===== config.mk =====
export PLATFORM = sky130hd
export DESIGN_NAME = fetch_stage
export DESIGN_NICKNAME = d
export VERILOG_FILES = /design/src/rtl/fetch_stage_pkg.sv /design/src/rtl/fetch_stage_next_pc_sel.sv /design/src/rtl/fetch_stage.sv
export SDC_FILE = /design/constraint.sdc
export NUM_CORES = 1
export LEC_CHECK = 0
export ABC_CLOCK_PERIOD_IN_PS = 4200
export BUFFER_PORTS_ARGS = -buffer_cell sky130_fd_sc_hd__buf_2
export CAP_MARGIN = 20
export CORE_MARGIN = 4
export CORE_UTILIZATION = 39
export CTS_BUF_LIST = sky130_fd_sc_hd__clkbuf_8
export DETAILED_ROUTE_END_ITERATION = 10
export HOLD_SLACK_MARGIN = 0.05
export PLACE_DENSITY = 0.6
export SYNTH_ARGS = -nofsm -noshare
export SYNTH_HDL_FRONTEND = slang
export SYNTH_HIERARCHICAL = 1
export SYNTH_SLANG_ARGS = --single-unit

===== constraint.sdc =====
create_clock -name clk -period 4.2 [get_ports clk]
set_clock_uncertainty 0.1 [all_clocks]
set_input_delay 0.63 -clock clk [delete_from_list [all_inputs] [get_ports clk]]
set_output_delay 0.63 -clock clk [all_outputs]
set_load 0.03 [all_outputs]

===== src/rtl/fetch_stage_pkg.sv =====
// Shared definitions for the instruction-fetch front end: instruction field
// positions, the bubble word and the PC-source encoding.
package fetch_stage_pkg;

    // Instruction field positions
    localparam int OPCODE_MSB = 31;
    localparam int OPCODE_LSB = 26;
    localparam int FUNCT_MSB  = 5;
    localparam int FUNCT_LSB  = 0;
    localparam int INDEX_MSB  = 25;
    localparam int IMM_MSB    = 15;

    // Instruction word used for pipeline bubbles (sll $0,$0,0)
    localparam logic [31:0] PKG_NOP_WORD = 32'h0000_0000;

    // Where the next PC comes from
    typedef enum logic [1:0] {
        PC_SEQ    = 2'd0,
        PC_BRANCH = 2'd1,
        PC_JUMP   = 2'd2,
        PC_JR     = 2'd3
    } pc_src_e;

    // PC-relative branch target: pc_plus4 + (sign-extended imm << 2), modulo 2^32
    function automatic logic [31:0] branch_target(input logic [31:0] pc_plus4,
                                                  input logic [15:0] imm);
        return pc_plus4 + {{14{imm[15]}}, imm, 2'b00};
    endfunction

endpackage


===== src/rtl/fetch_stage_next_pc_sel.sv =====
// Next-PC selection: computes branch/jump/jr targets, resolves the branch
// compare and applies the JR > (Jump|JAL) > branch > sequential priority.
module next_pc_sel
    import fetch_stage_pkg::*;
(
    input  logic [31:0] pc,
    input  logic [25:0] instr_index,   // id_instr[25:0]; [15:0] is the branch immediate
    input  logic [31:0] id_pc_plus4,
    input  logic        id_valid,
    input  logic        stall,
    input  logic        Branch_eq,
    input  logic        Branch_ne,
    input  logic        Jump,
    input  logic        JAL,
    input  logic        JR,
    input  logic [31:0] id_rs_val,
    input  logic [31:0] id_rt_val,
    output logic [31:0] next_pc,
    output logic        redirect
);

    pc_src_e pc_src;
    logic    take_br;

    assign take_br = (Branch_eq & (id_rs_val == id_rt_val)) |
                     (Branch_ne & (id_rs_val != id_rt_val));

    // Pick the PC source by priority; control is only meaningful for a valid
    // decode instruction that is not being held by a stall.
    always_comb begin
        // NOTE: default every always_comb output first so no path infers a latch.
        pc_src = PC_SEQ;
        if (JR)
            pc_src = PC_JR;
        else if (Jump | JAL)
            pc_src = PC_JUMP;
        else if (take_br)
            pc_src = PC_BRANCH;
    end

    assign redirect = id_valid & ~stall & (pc_src != PC_SEQ);

    // Target mux; sequential fetch also doubles as the link value source
    always_comb begin
        next_pc = pc + 32'd4;
        if (redirect) begin
            unique case (pc_src)
                PC_JR:     next_pc = id_rs_val;
                PC_JUMP:   next_pc = {id_pc_plus4[31:28], instr_index, 2'b00};
                PC_BRANCH: next_pc = branch_target(id_pc_plus4, instr_index[IMM_MSB:0]);
                default:   next_pc = pc + 32'd4;
            endcase
        end
    end

endmodule


===== src/rtl/fetch_stage.sv =====
// Instruction-fetch stage: PC register, instruction-memory request and the
// IF/ID pipeline register with stall hold and flush on redirect.
module fetch_stage
    import fetch_stage_pkg::*;
#(
    parameter logic [31:0] RESET_PC = 32'h0000_0000,
    parameter logic [31:0] NOP_WORD = PKG_NOP_WORD
) (
    input  logic        clk,
    input  logic        reset,
    output logic [31:0] imem_addr,
    input  logic [31:0] imem_rdata,
    input  logic        imem_ready,
    input  logic        stall,
    input  logic        Branch_eq,
    input  logic        Branch_ne,
    input  logic        Jump,
    input  logic        JAL,
    input  logic        JR,
    input  logic [31:0] id_rs_val,
    input  logic [31:0] id_rt_val,
    output logic [31:0] id_instr,
    output logic [5:0]  id_opcode,
    output logic [5:0]  id_funct,
    output logic [31:0] id_pc_plus4,
    output logic        id_valid,
    output logic        redirect
);

    logic [31:0] pc;
    logic [31:0] next_pc;

    next_pc_sel u_next_pc_sel (
        .pc          (pc),
        .instr_index (id_instr[INDEX_MSB:0]),
        .id_pc_plus4 (id_pc_plus4),
        .id_valid    (id_valid),
        .stall       (stall),
        .Branch_eq   (Branch_eq),
        .Branch_ne   (Branch_ne),
        .Jump        (Jump),
        .JAL         (JAL),
        .JR          (JR),
        .id_rs_val   (id_rs_val),
        .id_rt_val   (id_rt_val),
        .next_pc     (next_pc),
        .redirect    (redirect)
    );

    assign imem_addr = pc;
    assign id_opcode = id_instr[OPCODE_MSB:OPCODE_LSB];
    assign id_funct  = id_instr[FUNCT_MSB:FUNCT_LSB];

    // PC and IF/ID update: stall holds, redirect flushes, a fetch fills,
    // a memory miss inserts a bubble. Without a redirect next_pc is PC+4.
    always_ff @(posedge clk or posedge reset) begin
        // NOTE: state registers use non-blocking assignments so every flop
        // samples the pre-edge values regardless of statement order.
        if (reset) begin
            pc          <= RESET_PC;
            id_instr    <= NOP_WORD;
            id_pc_plus4 <= '0;
            id_valid    <= 1'b0;
        end else if (!stall) begin
            if (redirect) begin
                pc          <= next_pc;
                id_instr    <= NOP_WORD;
                id_pc_plus4 <= '0;
                id_valid    <= 1'b0;
            end else if (imem_ready) begin
                pc          <= next_pc;
                id_instr    <= imem_rdata;
                id_pc_plus4 <= next_pc;
                id_valid    <= 1'b1;
            end else begin
                id_instr    <= NOP_WORD;
                id_pc_plus4 <= '0;
                id_valid    <= 1'b0;
            end
        end
    end

endmodule


==> impl_metrics.toml, run 1 <==
[setup_path]
path_class = "in2out"
r2r_end = "imem_addr[29]$_DFFE_PP0P_"
crit_slowest_cell = "xnor2_1"
startpoint_type = "input pin"
path_buf_inv = 3
worstPathArrival_ps = 2910
crit_fanout = 7
crit_path_end_kind = "output pin"
required_ps = 3470
cpPeakStageDelay_ps = 510
ff2ff_path_depth = 11
path_cells = "buf_2, xnor2_1, nand4_1, nor4_1, nand3_1, a311oi_4, buf_4, buf_2"
r2r_slack_ps = 660
cp.depth = 8
path_delay_family = "simple AND/OR/NAND/NOR gates"
r2r_start = "id_instr[15]$_DFFE_PP0N_"
crit_top_cell = "buf_2"

[cts]
cts-hold-fix-buffers = 0
cts_tree = "yes"
cts_resized = 0
clk_pin_slew_ps = 100
htree_levels = 3
root_buffer = "clkbuf_8"
clkLatencyLatePin_ps = 390
cts_made_buffers = 9
clk_path_buf_depth = 2
post_cts_buffers = 0
clock_sinks = 97

[logic_synthesis]
synth_compound_area_frac = 0.196
synthArstFlopShare = 1.00
synth_edf_count = 0
ys.flop_type = "dfrtp_1"
syn_inst = 833
syn_area_sq_mm = 0.00734
synth-adder-area-share = 0.0539
ys.warnings.count = 6
synth-simple-area-share = 0.199
synth-seq-cells = 97
synthMuxAreaShare = 0.0686
ys_seq_area_frac = 0.331
synth.avg_cell_area_sq_um = 8.81
synth-xor-area-share = 0.100
synth_top_family_by_area = "simple AND/OR/NAND/NOR gates"
synth.distinct_cells = 60
syn-num-nets = 969

[routing]
wl_per_cell_microns = 20.1
drc = 0
vias = 6948
dr.pass1.iters = 5
detail-route-antenna-nets = 0
drt_wl_total_microns = 25000
drtIter0Drc = 693
viasPerCell = 5.57

[floorplanning]
row_count = 49
die_width_microns = 145
core_sq_mm = 0.0182
start_util = 0.403
io-pin-count = 215
die_y_microns = 145
die_area_sq_mm = 0.0211

[global_route]
grt_pass1_wl_microns = 38900
gr-total-overflow = 0
antenna_found_initial = 0
grt_max_degree = 109
track_usage = 0.231
first_global_vias = 6667

[placement]
dpl_worst_slack_ps = 567
postPlaceCellArea_sq_mm = 0.00855
hpwl_microns = 19000
io_buffers = 214
dp_cells = 1230
place_congestion = 0.970

[layout]
layout.nets = 1148
syn_to_final_growth_pct = 19.2
fill_cells = 1790
instances_no_fill = 1247
drive_gt1_frac = 0.287
stdcell_area_sq_mm = 0.00875

[min_path]
hold_path.class = "in2async"

[power]
irDropWorstVdd_mv = 0.280
p_per_area_mw_per_mm2 = 512
leakagePower_nw = 4.21

[timing]
timing.fmax_ghz = 0.275
worst_slack_ps = 564
slew_headroom = 0.360
period_share = 0.866
setup_violations = 0
rsz0062_at_grt = "no"
worst_pin_slew_ps = 959
hold_viol = 0
slew_viol_final = 0
holdWs_ps = 207
final.setup.tns_ps = 0
fin_crit_ps = 3640

[flow_run]
maxCapViolCount = 0

[outcome]
outcome = "complete, no violations"
==> how the worst max path moves through the flow <==
stage / from / end / slack (ps)
floorplan: id_rt_val[5] / imem_addr[0]$_DFFE_PP0P_ / 900
global placement: id_rs_val[1] / id_pc_plus4[5]$_DFFE_PP0N_ / 540
detailed placement: id_rs_val[1] / id_pc_plus4[4]$_DFFE_PP0N_ / 570
CTS: id_rs_val[1] / redirect / 630
global route: id_instr[3]$_DFFE_PP0N_ / imem_addr[29]$_DFFE_PP0P_ / 370
finish: id_rs_val[1] / redirect / 560
==> metal layers <==
layer	vias up	global-route usage	wire length (microns)
li1	3311	-	-
met1	3309	0.324	11500
met2	302	0.355	11100
met3	26	0.0580	2010
met5	-	0	0
met4	0	0.0627	454
==> registers in the layout, summed over array words and instances, names as in the netlist <==
signal and flops:
id_instr 32, imem_addr 32, id_valid 1, id_pc_plus4 32
==> cells in the final DEF, fill, tap and decap left out, types with 9 or more instances in the layout <==
| cell | Yosys | layout |
|---|---|---|
| buf_2 | 6 | 213 |
| nand2_1 | 98 | 98 |
| dfrtp_1 | 97 | 97 |
| o21ai_0 | 75 | 75 |
| nand2b_1 | 73 | 72 |
| xnor2_1 | 70 | 70 |
| a21oi_1 | 55 | 55 |
| nor2_1 | 52 | 51 |
| mux2_4 | 30 | 30 |
| ha_1 | 30 | 30 |
| a222oi_1 | 28 | 28 |
| nand4_1 | 17 | 17 |
| nand3_1 | 17 | 17 |
| a21o_1 | 15 | 15 |
| xor2_1 | 14 | 14 |
| inv_1 | 11 | 12 |
| buf_4 | 15 | 12 |
| clkbuf_8 | 0 | 10 |
| and3_1 | 9 | 9 |
==> report_power, final <==
part	switching [W]	total [W]	internal, W
registers	0.000357	0.00154	0.00119
logic	0.00138	0.00229	0.000913
clock network	0.000356	0.000644	0.000288
==> worst reg2reg max path, stage by stage (launching register included) <==
cell,delay (ps)
dfrtp_1,810
ha_1,430
a21oi_1,260
o21ai_0,160
a21o_1,210
a21oi_1,130
o21ai_0,130
nor3_1,170
or3b_2,460
a31oi_1,200
a21oi_1,100
mux2_2,260
==> final cells by class <==
class / count / area (sq um) / area share
clock inverter: 6 / 60.1 / 0.00687
antenna: 1 / 2.50 / 0.000286
inverter: 11 / 43.8 / 0.00501
tap: 229 / 287 / 0.0328
clock buffer: 10 / 138 / 0.0157
timing repair buffer: 229 / 1240 / 0.141
sequential: 97 / 2430 / 0.278
multi-input combinational: 664 / 4550 / 0.520
==> per-stage QoR <==
step,util,power (W)
final,0.480,0.00448
after global routing,0.480,0.00477
after CTS,0.480,0.00451
after detailed placement,0.469,0.00385
after global placement,0.469,0.00383
after floorplan,-,0.00317
==> synthesized netlist by cell type, types with 5 or more instances <==
cell,instances,area (sq um)
nor3_1,5,25.0
and3_1,9,56.3
o21ai_0,75,375
and4_1,5,43.8
a21oi_1,55,275
xor2_1,14,123
a21o_1,15,113
mux2_4,30,450
clkbuf_1,30,113
nand2_1,98,368
dfrtp_1,97,2430
o21ai_1,5,25.0
ha_1,30,375
inv_1,11,41.3
clkbuf_2,5,25.0
nand2b_1,73,457
buf_2,6,30.0
nand4_1,17,106
xnor2_1,70,613
a211oi_1,5,37.5
buf_4,15,113
a222oi_1,28,280
buf_6,5,56.3
a31oi_1,5,31.3
and2_1,5,31.3
nor2_1,52,195
nand3_1,17,85.1
==> cells by family after synthesis <==
logic type	after synthesis
xor+xnor	84
compound gates	220
fa+ha+maj	31
simple gates	294
buf+inv	72
mux	35
flops	97
(Power assumes the default switching activity.)
==> run 2: changes to the inputs <==
Settings changed: CORE_UTILIZATION 39 to 50, PLACE_DENSITY 0.6 to 0.75.
==> impl_metrics.toml, run 2 (synthesis results as in run 1) <==
[global_route]
use_met1 = 0.395
track_usage = 0.280
gr-total-overflow = 0
met2_usage = 0.443
antenna_found_initial = 2
grt_busiest_layer = "met2"
grt_pass1_wl_microns = 36100
first_global_vias = 6551
grt_max_degree = 68
grt_util_met3 = 0.0429

[floorplanning]
core_sq_mm = 0.0145
die_y_microns = 129
start_util = 0.507
die_area_sq_mm = 0.0167
row_count = 44
die_width_microns = 129
io-pin-count = 215

[layout]
fin_util = 0.600
layout_common_cells = "buf_2, nand2_1, dfrtp_1, o21ai_0, nand2b_1"
fill_cells = 1350
instances_no_fill = 1203
syn_to_final_growth_pct = 18.4
final_common_cell = "buf_2"
drive_gt1_frac = 0.290
layout.nets = 1150
antenna_cells = 0

[cts]
clk_path_buf_depth = 2
clk_pin_slew_ps = 90
root_buffer = "clkbuf_8"
cts-hold-fix-buffers = 0
cts_tree = "yes"
cts_made_buffers = 9
htree_levels = 3
clock_sinks = 97
clkLatencyLatePin_ps = 380
post_cts_buffers = 0
cts_resized = 0

[routing]
detail-route-antenna-nets = 0
dr.pass1.iters = 7
drc = 0
vias = 7005
viasPerCell = 5.82
drt_wl_total_microns = 23700
wl_per_cell_microns = 19.7
drtIter0Drc = 751

[power]
leakagePower_nw = 4.22
p_per_area_mw_per_mm2 = 521
irDropWorstVdd_mv = 0.372

[setup_path]
crit_fanout = 8
r2r_slack_ps = 490
ff2ff_path_depth = 13
startpoint_type = "input pin"
worstPathArrival_ps = 3170
r2r_end = "imem_addr[30]$_DFFE_PP0P_"
path_class = "in2out"
critPathLaunch = "id_rs_val[1]"
crit_path_end = "redirect"
crit_path_end_kind = "output pin"
required_ps = 3470
r2r_start = "id_instr[0]$_DFFE_PP0N_"

[min_path]
hold_path.class = "in2async"

[timing]
worst_slack_ps = 303
setup_violations = 0
timing.fmax_ghz = 0.257
final.setup.tns_ps = 0
worst_pin_slew_ps = 888
rsz0062_at_grt = "no"
fin_crit_ps = 3900
slew_headroom = 0.407
slew_viol_final = 0
hold_viol = 0
period_share = 0.928

[placement]
hpwl_microns = 18000
io_buffers = 214
place_congestion = 0.922
dpl_worst_slack_ps = 390
dp_cells = 1187

[outcome]
outcome = "complete, no violations"

[flow_run]
maxCapViolCount = 0
## run 2: how the worst min path moves through the flow
stage / start / end / slack, ps / cells after the start
after CTS: reset / imem_addr[2]$_DFFE_PP0P_ / 250 / 2
after global placement: id_instr[31]$_DFFE_PP0N_ / id_instr[31]$_DFFE_PP0N_ / 390 / 2
after detailed placement: id_instr[30]$_DFFE_PP0N_ / id_instr[30]$_DFFE_PP0N_ / 400 / 2
after floorplan: id_pc_plus4[5]$_DFFE_PP0N_ / id_pc_plus4[5]$_DFFE_PP0N_ / 560 / 2
final: reset / id_pc_plus4[3]$_DFFE_PP0N_ / 250 / 2
after global routing: reset / imem_addr[8]$_DFFE_PP0P_ / 290 / 2
## run 2: per-stage QoR
stage	hold slack (ps)	power [W]	area (sq um)
6_report	245	0.00453	8690
4_1_cts	248	0.00454	8690
2_1_floorplan	565	0.00317	7340
5_1_grt	290	0.00482	8690
3_5_place_dp	397	0.00382	8460
3_3_place_gp	385	0.00379	8460
## run 2: layer usage
metal  wire length (microns)  share of wire  up-vias
li1                        -              -     3315
met3                    2080          0.088       33
met1                   10200           0.43     3339
met2                   10800           0.46      314
met4                     490          0.021        4
met5                      23        0.00097        -
## run 2: worst max-delay path, cell delays in order
cell and delay (ps):
buf_2 110, xnor2_1 440, nand4_1 300, nor4_1 470, nand3_1 230, a311oi_4 520
buf_4 240, buf_2 200
## run 2: area by class of cell
class | instances | area, sq um | area share
Clock buffer | 11 | 151 | 0.0174
Clock inverter | 5 | 77.6 | 0.00893
Inverter | 11 | 43.8 | 0.00504
Multi-Input combinational cell | 664 | 4560 | 0.524
Sequential cell | 97 | 2430 | 0.279
Tap cell | 184 | 230 | 0.0265
Timing Repair Buffer | 231 | 1200 | 0.138
## run 2: where the power goes
part	internal, W	leakage (nW)	switching (W)
Combinational	0.000908	2.87	0.00137
Clock	0.000366	0.115	0.000338
Sequential	0.00119	1.23	0.000356
